<file path="config.mk">
export PLATFORM = sky130hd
export DESIGN_NAME = serial_tx_scheduler
export DESIGN_NICKNAME = d
export VERILOG_FILES = /design/src/rtl/serial_tx_scheduler.sv
export SDC_FILE = /design/constraint.sdc
export NUM_CORES = 1
export LEC_CHECK = 0
export ABC_CLOCK_PERIOD_IN_PS = 3100
export BUFFER_PORTS_ARGS = -buffer_cell sky130_fd_sc_hd__buf_2
export CORE_MARGIN = 2
export CORE_UTILIZATION = 40
export CTS_CLUSTER_SIZE = 40
export DETAILED_ROUTE_END_ITERATION = 10
export PLACE_DENSITY = 0.71
export SYNTH_ARGS = -nofsm -noshare
export SYNTH_HDL_FRONTEND = slang
export SYNTH_SLANG_ARGS = --single-unit
export TNS_END_PERCENT = 1
</file>
<file path="constraint.sdc">
create_clock -name clk -period 3.1 [get_ports clk]
set_input_delay 0.31 -clock clk [delete_from_list [all_inputs] [get_ports clk]]
set_output_delay 0.31 -clock clk [all_outputs]
set_load 0.02 [all_outputs]
</file>
<file path="src/rtl/serial_tx_scheduler.sv">
// -----------------------------------------------------------------------------
// serial_tx_scheduler
//   Arbitrates four parallel requesters onto one serial line. It uses
//   round-robin arbitration and sends each granted request as a frame:
//     start(0) | port id (2b, MSB first) | length N (LEN_W b, MSB first)
//     | data[N-1:0] (MSB first) | stop(1)
//   Every state change happens on a rising clk edge where clkEn=1.
//
// Ports
//   clk          system clock
//   rst          synchronous reset, active high, takes priority over clkEn
//   clkEn        bit-rate enable
//   req[3:0]     per-requester request, held high until that requester's ack
//   len_in       per-requester length, lane i = [LEN_W*i +: LEN_W]
//   data_in      per-requester data,   lane i = [DATA_W*i +: DATA_W]
//   SerOut       serial line, idles at 1
//   SerOutValid  high while a data bit is on SerOut
//   busy         high from START through STOP
//   grant_id     requester being served; keeps its last value while idle
//   ack[3:0]     one-hot, one-clk pulse at the end of the served frame
//   Done         one-clk pulse, coincident with ack
// -----------------------------------------------------------------------------
module serial_tx_scheduler #(
  parameter int unsigned LEN_W  = 4,
  parameter int unsigned DATA_W = 15
) (
  input  logic                clk,
  input  logic                rst,
  input  logic                clkEn,
  input  logic [3:0]          req,
  input  logic [4*LEN_W-1:0]  len_in,
  input  logic [4*DATA_W-1:0] data_in,
  output logic                SerOut,
  output logic                SerOutValid,
  output logic                busy,
  output logic [1:0]          grant_id,
  output logic [3:0]          ack,
  output logic                Done
);

  localparam int unsigned NREQ   = 4;
  localparam int unsigned ID_W   = 2;
  localparam int unsigned CNT_W  = LEN_W;
  localparam int unsigned LIDX_W = $clog2(LEN_W);

  typedef enum logic [2:0] {
    S_IDLE  = 3'd0,
    S_START = 3'd1,
    S_PORT  = 3'd2,
    S_LEN   = 3'd3,
    S_DATA  = 3'd4,
    S_STOP  = 3'd5
  } state_e;

  state_e              state_q, state_d;
  logic [CNT_W-1:0]    cnt_q, cnt_d;
  logic [LEN_W-1:0]    len_q, len_d;
  logic [DATA_W-1:0]   data_q, data_d;
  logic [ID_W-1:0]     grant_q, grant_d;
  logic [ID_W-1:0]     prio_q, prio_d;

  logic                ser_q, ser_d;
  logic                valid_q, valid_d;
  logic                busy_q, busy_d;
  logic [NREQ-1:0]     ack_q, ack_d;
  logic                done_q, done_d;

  logic                win_found;
  logic [ID_W-1:0]     win_id;
  logic [ID_W-1:0]     cand;
  logic [LEN_W-1:0]    win_len;
  logic [DATA_W-1:0]   win_data;

  // Round-robin search: check prio, prio+1, prio+2, prio+3 (mod 4)
  always_comb begin
    win_found = 1'b0;
    win_id    = prio_q;
    cand      = '0;
    for (int k = 0; k < NREQ; k++) begin
      cand = prio_q + ID_W'(k);
      if (!win_found && req[cand]) begin
        win_found = 1'b1;
        win_id    = cand;
      end
    end
  end

  // Select the winner's length/data lanes
  always_comb begin
    win_len  = '0;
    win_data = '0;
    for (int i = 0; i < NREQ; i++) begin
      if (ID_W'(i) == win_id) begin
        win_len  = len_in[i*LEN_W +: LEN_W];
        win_data = data_in[i*DATA_W +: DATA_W];
      end
    end
  end

  // State and datapath registers
  always_ff @(posedge clk) begin
    if (rst) begin
      state_q <= S_IDLE;
      cnt_q   <= '0;
      len_q   <= '0;
      data_q  <= '0;
      grant_q <= '0;
      prio_q  <= '0;
    end else begin
      state_q <= state_d;
      cnt_q   <= cnt_d;
      len_q   <= len_d;
      data_q  <= data_d;
      grant_q <= grant_d;
      prio_q  <= prio_d;
    end
  end

  // Next-state logic; bit counter counts down to 0 within each field
  always_comb begin
    state_d = state_q;
    cnt_d   = cnt_q;
    len_d   = len_q;
    data_d  = data_q;
    grant_d = grant_q;
    prio_d  = prio_q;
    if (clkEn) begin
      unique case (state_q)
        S_IDLE: begin
          if (win_found) begin
            state_d = S_START;
            grant_d = win_id;
            len_d   = win_len;
            data_d  = win_data;
          end
        end
        S_START: begin
          state_d = S_PORT;
          cnt_d   = CNT_W'(ID_W - 1);
        end
        S_PORT: begin
          if (cnt_q == '0) begin
            state_d = S_LEN;
            cnt_d   = CNT_W'(LEN_W - 1);
          end else begin
            cnt_d = cnt_q - CNT_W'(1);
          end
        end
        S_LEN: begin
          if (cnt_q == '0) begin
            if (len_q != '0) begin
              state_d = S_DATA;
              cnt_d   = len_q - LEN_W'(1);
            end else begin
              state_d = S_STOP;
            end
          end else begin
            cnt_d = cnt_q - CNT_W'(1);
          end
        end
        S_DATA: begin
          if (cnt_q == '0) begin
            state_d = S_STOP;
          end else begin
            cnt_d = cnt_q - CNT_W'(1);
          end
        end
        S_STOP: begin
          state_d = S_IDLE;
          prio_d  = grant_q + ID_W'(1);
        end
        default: begin
          state_d = S_IDLE;
        end
      endcase
    end
  end

  // Output logic: the registered line level reflects the state being entered
  always_comb begin
    ser_d   = ser_q;
    valid_d = valid_q;
    busy_d  = busy_q;
    ack_d   = '0;
    done_d  = 1'b0;
    if (clkEn) begin
      unique case (state_d)
        S_IDLE:  ser_d = 1'b1;
        S_START: ser_d = 1'b0;
        S_PORT:  ser_d = grant_d[cnt_d[0]];
        S_LEN:   ser_d = len_d[cnt_d[LIDX_W-1:0]];
        S_DATA:  ser_d = data_d[cnt_d];
        S_STOP:  ser_d = 1'b1;
        default: ser_d = 1'b1;
      endcase
      valid_d = (state_d == S_DATA);
      busy_d  = (state_d != S_IDLE);
      if (state_q == S_STOP) begin
        ack_d  = NREQ'(1) << grant_q;
        done_d = 1'b1;
      end
    end
  end

  // Output registers
  always_ff @(posedge clk) begin
    if (rst) begin
      ser_q   <= 1'b1;
      valid_q <= 1'b0;
      busy_q  <= 1'b0;
      ack_q   <= '0;
      done_q  <= 1'b0;
    end else begin
      ser_q   <= ser_d;
      valid_q <= valid_d;
      busy_q  <= busy_d;
      ack_q   <= ack_d;
      done_q  <= done_d;
    end
  end

  assign SerOut      = ser_q;
  assign SerOutValid = valid_q;
  assign busy        = busy_q;
  assign grant_id    = grant_q;
  assign ack         = ack_q;
  assign Done        = done_q;

endmodule

</file>
---- Word level (Yosys, flattened, before mapping) ----
Cells that the tools add are included.
storage, ports and cells
  register bits ........................... 38
  latch bits .............................. 0
  RAM bits ................................ 0
  bits in read-only memories .............. 0
  bits of input ports ..................... 83
  output and inout bits ................... 10
  memories ................................ 0
cells by class
  add/sub/neg operators ................... 6
  multiply operators ...................... 0
  div/mod/pow operators ................... 0
  order comparisons ....................... 7
  equality and inequality tests ........... 12
  shifts and indexed selects .............. 1
  multiplexer cells ....................... 53
  bitwise gates (word level) .............. 2
  reductions and logical operators ........ 14
operators with widths
  cell                                                                   count
  15-bit 2-to-1 mux                                                      7
  4-bit 2-to-1 mux                                                       12
  4-bit one-hot mux with 4 select lines                                  1
  2-bit by 3-bit < comparator with 1-bit output (second input constant)  5
  3-bit 2-to-1 mux                                                       5
  3-bit one-hot mux with 5 select lines                                  1
  1-bit 2-to-1 mux                                                       14
  3-bit by 2-bit == test with 1-bit output (second input constant)       4
  2-bit 2-to-1 mux                                                       6
  1-bit binary-select mux with 2-bit select                              5
  3-bit == test (second input constant)                                  3
  4-bit by 1-bit subtractor with 4-bit output (second input constant)    2
  3-bit by 1-bit == test with 1-bit output (second input constant)       2
  4-bit by 5-bit < comparator with 1-bit output (second input constant)  1
  2-bit by 1-bit adder with 2-bit output (second input constant)         2
  2-bit adder (second input constant)                                    2
  1-bit binary-select mux with 4-bit select                              1
  2-bit == test (first input constant)                                   2
  4-bit zero test                                                        1
  1-bit one-hot mux with 4 select lines                                  1
  4-bit nonzero test                                                     1
  1-bit by 2-bit << shifter with 4-bit output (first input constant)     1
  1-bit logical AND                                                      3
  1-bit zero test                                                        3
  other kinds (9)                                                        10

---- Depth between registers and ports, before layout ----
  depth in word-level cells ............... 23
  depth in mapped cells ................... 15
  gate-level depth less buffers ........... 14

---- Least setup slack after synthesis ----
OpenSTA, ideal clock, no wires.
  kind .................................... reg2reg
  from .................................... register cnt_q[0]
  to ...................................... register ser_q (netlist: SerOut)
  library setup time ...................... 0.129 ns
  arrival ................................. 2.803 ns
  path slack .............................. 0.168 ns
  stages on the path, launching flop included .. 16
  period minus slack after synthesis ...... 2.932 ns
  path through ............................ dfxtp_1 > inv_1 > ha_1 > nor3b_2 > inv_1 > ha_1 > nand3b_1 > o21a_1 > o32a_1 > o211a_1 > clkbuf_1 > o21ai_0 > o221ai_1 > o311ai_0 > a31oi_1 > nand3_1
between the ends
  word-level cells in the longest chain between the ends .. 7
  elaborated cells between the ends (all ways) .. 24
  those cells by class .................... 1 x add/sub; 4 x eq/ne; 18 x mux; 1 x reduce/logical
RTL lines
  what                                                                 RTL line       text
  start, declared                                                      56             logic [CNT_W-1:0] cnt_q, cnt_d;
  start signal, assigned                                               111            cnt_q <= cnt_d;
  4-bit by 1-bit subtractor with 4-bit output (tied with other cells)  146, 158, 165
  4-bit 2-to-1 mux (on tied branches)                                  162, 142, 150
  4-bit one-hot mux with 4 select lines                                128            unique case (state_q)
  4-bit 2-to-1 mux                                                     127            if (clkEn) begin
  1-bit binary-select mux with 4-bit select (tied with other cells)    192            S_DATA: ser_d = data_d[cnt_d];
  1-bit 2-to-1 mux (on tied branches)                                  192, 190, 191
  1-bit one-hot mux with 4 select lines (*)                            187            unique case (state_d)
  end signal, assigned                                                 214            ser_q <= ser_d;
  end, declared                                                        62             logic ser_q, ser_d;
Every way passes the cells marked *; elsewhere a longest branch is shown, timed or not. The select of a mux whose other input is x is not followed.
A chain may end at the register's enable or synchronous reset.

---- Worst setup path after layout ----
Same ends and word-level chain as after synthesis.

==> flow_metrics.py <==
metrics = {
    "run_status": {
        "status": "finished, final reports clean",
    },
    "floorplanning": {
        "rows": 29,
        "core_area_sq_um": 6350,
        "dieHeight_um": 84.9,
        "initial_core_util": 0.412,
        "die_area_sq_um": 7200,
        "io_pins": 93,
        "die_width_um": 84.9,
    },
    "setup_path": {
        "cpPeakStageDelay_ns": 0.48,
        "worstPathCellList": "inv_2, ha_4, nor3b_4, inv_1, ha_1, nand3b_1, o21a_1, o32a_1, o211ai_1, buf_4, and2_0, a2111oi_0, o31ai_1, nand3_1",
        "end_kind": "register",
        "worstSetupStartpointType": "register",
        "critPathMaxFanout": 5,
        "crit_type": "reg -> reg",
        "critPathSlowestCell": "a2111oi_0",
        "crit_required_ns": 3.33,
        "worstPathArrival_ns": 3.13,
    },
    "placement": {
        "place_ws_ns": 0.0547,
        "hpwlAfterDp_um": 5150,
        "gp_congestion": 0.878,
        "port_buffers": 92,
        "placedCellCount": 480,
    },
    "clock_tree": {
        "htree_num_levels": 2,
        "clk_latency_ns": 0.29,
        "cts_tree": "done",
        "clock_path_buffers": 2,
        "cts.sink_count": 38,
        "cts_hold_buf": 0,
        "numCtsBuffers": 5,
        "path_clk_slew_ns": 0.07,
        "cts_root_buf": "clkbuf_8",
    },
    "global_routing": {
        "grt_max_degree": 36,
        "grt-ovfl-total": 0,
        "grt_pass1_wl_um": 11200,
        "first_global_vias": 2429,
        "grt_use_total": 0.190,
        "antenna_found_initial": 0,
    },
    "power": {
        "p_switching_w": 0.000416,
        "clockPowerShare": 0.254,
        "powerDensity_nw_per_um2": 398,
        "max-vdd-ir-drop_uv": 185,
        "swShare": 0.318,
        "p_comb_frac": 0.326,
        "p_leak_nw": 1.61,
        "intPower_w": 0.000893,
        "seqPwrFrac": 0.419,
    },
    "sta": {
        "slew_viol_final": 0,
        "skew_ns": 0.00413,
        "fin_crit_ns": 2.90,
        "finalCritPeriodShare": 0.935,
        "slew_headroom": 0.573,
        "hold_viol_final": 0,
        "worst_pin_slew_ns": 0.641,
        "setup_ws_ns": 0.201,
        "finalSetupViolCount": 0,
        "tns_ns": 0,
        "timing.fmax_mhz": 345,
    },
    "route": {
        "vias": 2684,
        "firstDrtPassIters": 6,
        "vias_per_cell": 5.51,
        "ant_nets": 0,
        "wl_per_cell_um": 14.2,
        "drt_iter0_drc": 236,
        "drc": 0,
        "wl_um": 6910,
    },
    "final_layout": {
        "finalCoreUtilization": 0.518,
        "diodes": 0,
        "drive_above_1_share": 0.320,
        "final_cell_mix": "buf_2 (92), nor2_1 (39), mux2i_1 (39)",
        "area_delta_synth_final_pct": 25.7,
        "mostFrequentLayoutCell": "buf_2",
        "layoutNonFillerInstCount": 487,
        "fillers": 631,
        "fin_nets": 497,
    },
    "logic_synthesis": {
        "ys_seq_elements": 38,
        "ys_warn_count": 0,
        "syn-num-nets": 404,
        "netlist_area_sq_um": 2620,
        "ys_async_sr_fraction": 0,
        "synth-main-ff-cell": "dfxtp_1",
        "synthCells": 318,
        "yosys.cell_types.count": 65,
        "synth_edf_count": 0,
        "syn_avg_cell_area_sq_um": 8.23,
        "yosysSeqAreaShare": 0.291,
    },
    "worst_hold_path": {
        "hold_path_class": "in -> reg",
    },
    "job": {
        "max_cap_violations": 0,
    },
}
critical path: cells and delay by family (launching register included):
family	cells	cell delay (ns)
compound gates	5	1.12
simple gates	4	0.54
fa+ha+maj	2	0.44
buf+inv	3	0.39
flops	1	0.35
power groups by stage:
stage	logic [W]	clock network, W	registers [W]
floorplan	0.000280	0	0.000555
global placement	0.000402	0	0.000559
detailed placement	0.000408	0	0.000559
CTS	0.000412	0.000345	0.000548
global route	0.000477	0.000367	0.000554
finish	0.000427	0.000333	0.000549
flip-flops by register name (all words and copies together) (netlist names):
register,cells
SerOutValid,1
state_q,3
data_q,15
prio_q,2
len_q,4
Done,1
cnt_q,4
grant_id,2
ack,4
busy,1
SerOut,1
metrics by stage:
| stage | power (W) | area (sq um) | hold slack, ns |
|---|---|---|---|
| after floorplan | 0.000834 | 2620 | 0.447 |
| after global placement | 0.000961 | 3160 | 0.473 |
| after detailed placement | 0.000967 | 3160 | 0.477 |
| after CTS | 0.00130 | 3240 | 0.427 |
| after global routing | 0.00140 | 3290 | 0.446 |
| final | 0.00131 | 3290 | 0.435 |
timing repair:
item                       4_1_cts  5_1_grt
setup endpoints to repair        1        1
buffers inserted                 0        1
gates resized for setup          1       10
pin swaps                        0        2
final timing paths:
check	start	endpoint	slack [ns]	cells past startpoint
max	cnt_q[0]	SerOut	0.20	14
min reg2reg	busy	busy	0.50	2
min	data_in[46]	data_q[1]	0.43	3
max reg2reg	cnt_q[0]	SerOut	0.20	14
synthesized netlist by cell type (all sizes together), types with 2 or more instances:
| cell | n | area share |
|---|---|---|
| nor2 | 40 | 0.058 |
| mux2i | 39 | 0.15 |
| dfxtp | 38 | 0.29 |
| a21oi | 18 | 0.034 |
| nand2 | 18 | 0.026 |
| clkbuf | 14 | 0.020 |
| o21ai | 13 | 0.025 |
| nor2b | 11 | 0.026 |
| inv | 10 | 0.014 |
| a2111oi | 7 | 0.026 |
| buf | 7 | 0.026 |
| nand3 | 7 | 0.013 |
| o221ai | 7 | 0.023 |
| o22ai | 7 | 0.017 |
| nor3 | 6 | 0.011 |
| and2 | 5 | 0.012 |
| nand2b | 5 | 0.012 |
| a22oi | 4 | 0.011 |
| and3 | 3 | 0.0072 |
| ha | 3 | 0.014 |
| o221a | 3 | 0.013 |
| o31ai | 3 | 0.0086 |
| a211oi | 2 | 0.0057 |
| a221o | 2 | 0.0077 |
| a31oi | 2 | 0.0048 |
| and3b | 2 | 0.0067 |
| nand3b | 2 | 0.0057 |
| nor3b | 2 | 0.0077 |
| nor4 | 2 | 0.0048 |
| o211ai | 2 | 0.0057 |
| o21bai | 2 | 0.0057 |
| o22a | 2 | 0.0067 |
| o32a | 2 | 0.0077 |
| o32ai | 2 | 0.0096 |
| or2 | 2 | 0.0048 |
| or3 | 2 | 0.0048 |
| or3b | 2 | 0.0067 |
| or4 | 2 | 0.0057 |
| xnor2 | 2 | 0.0067 |
cell type report:
type	count	area (sq um)	area share
clock buffers	6	82.6	0.0251
inverters	10	37.5	0.0114
multi-input cells	249	1740	0.529
flip-flops and latches	38	761	0.231
well taps	77	96.3	0.0293
repair buffers	107	573	0.174
logic make-up (layout without fill, tap and decap cells):
group                    after synthesis  count (layout)  synth area share
flip-flops                            38              38             0.291
buffers and inverters                 31             123            0.0603
AO/OA/AOI/OAI                         90              90             0.253
adder cells (fa/ha/maj)                3               3            0.0143
multiplexers                          40              40             0.154
AND/OR/NAND/NOR                      114             114             0.222
XOR/XNOR                               2               2           0.00670
routing by layer:
layer	track usage	part of all wire
met1	0.262	0.47
met3	0.0321	0.066
met5	0	0
met2	0.304	0.45
met4	0.0577	0.014
(Power assumes the default switching activity.)
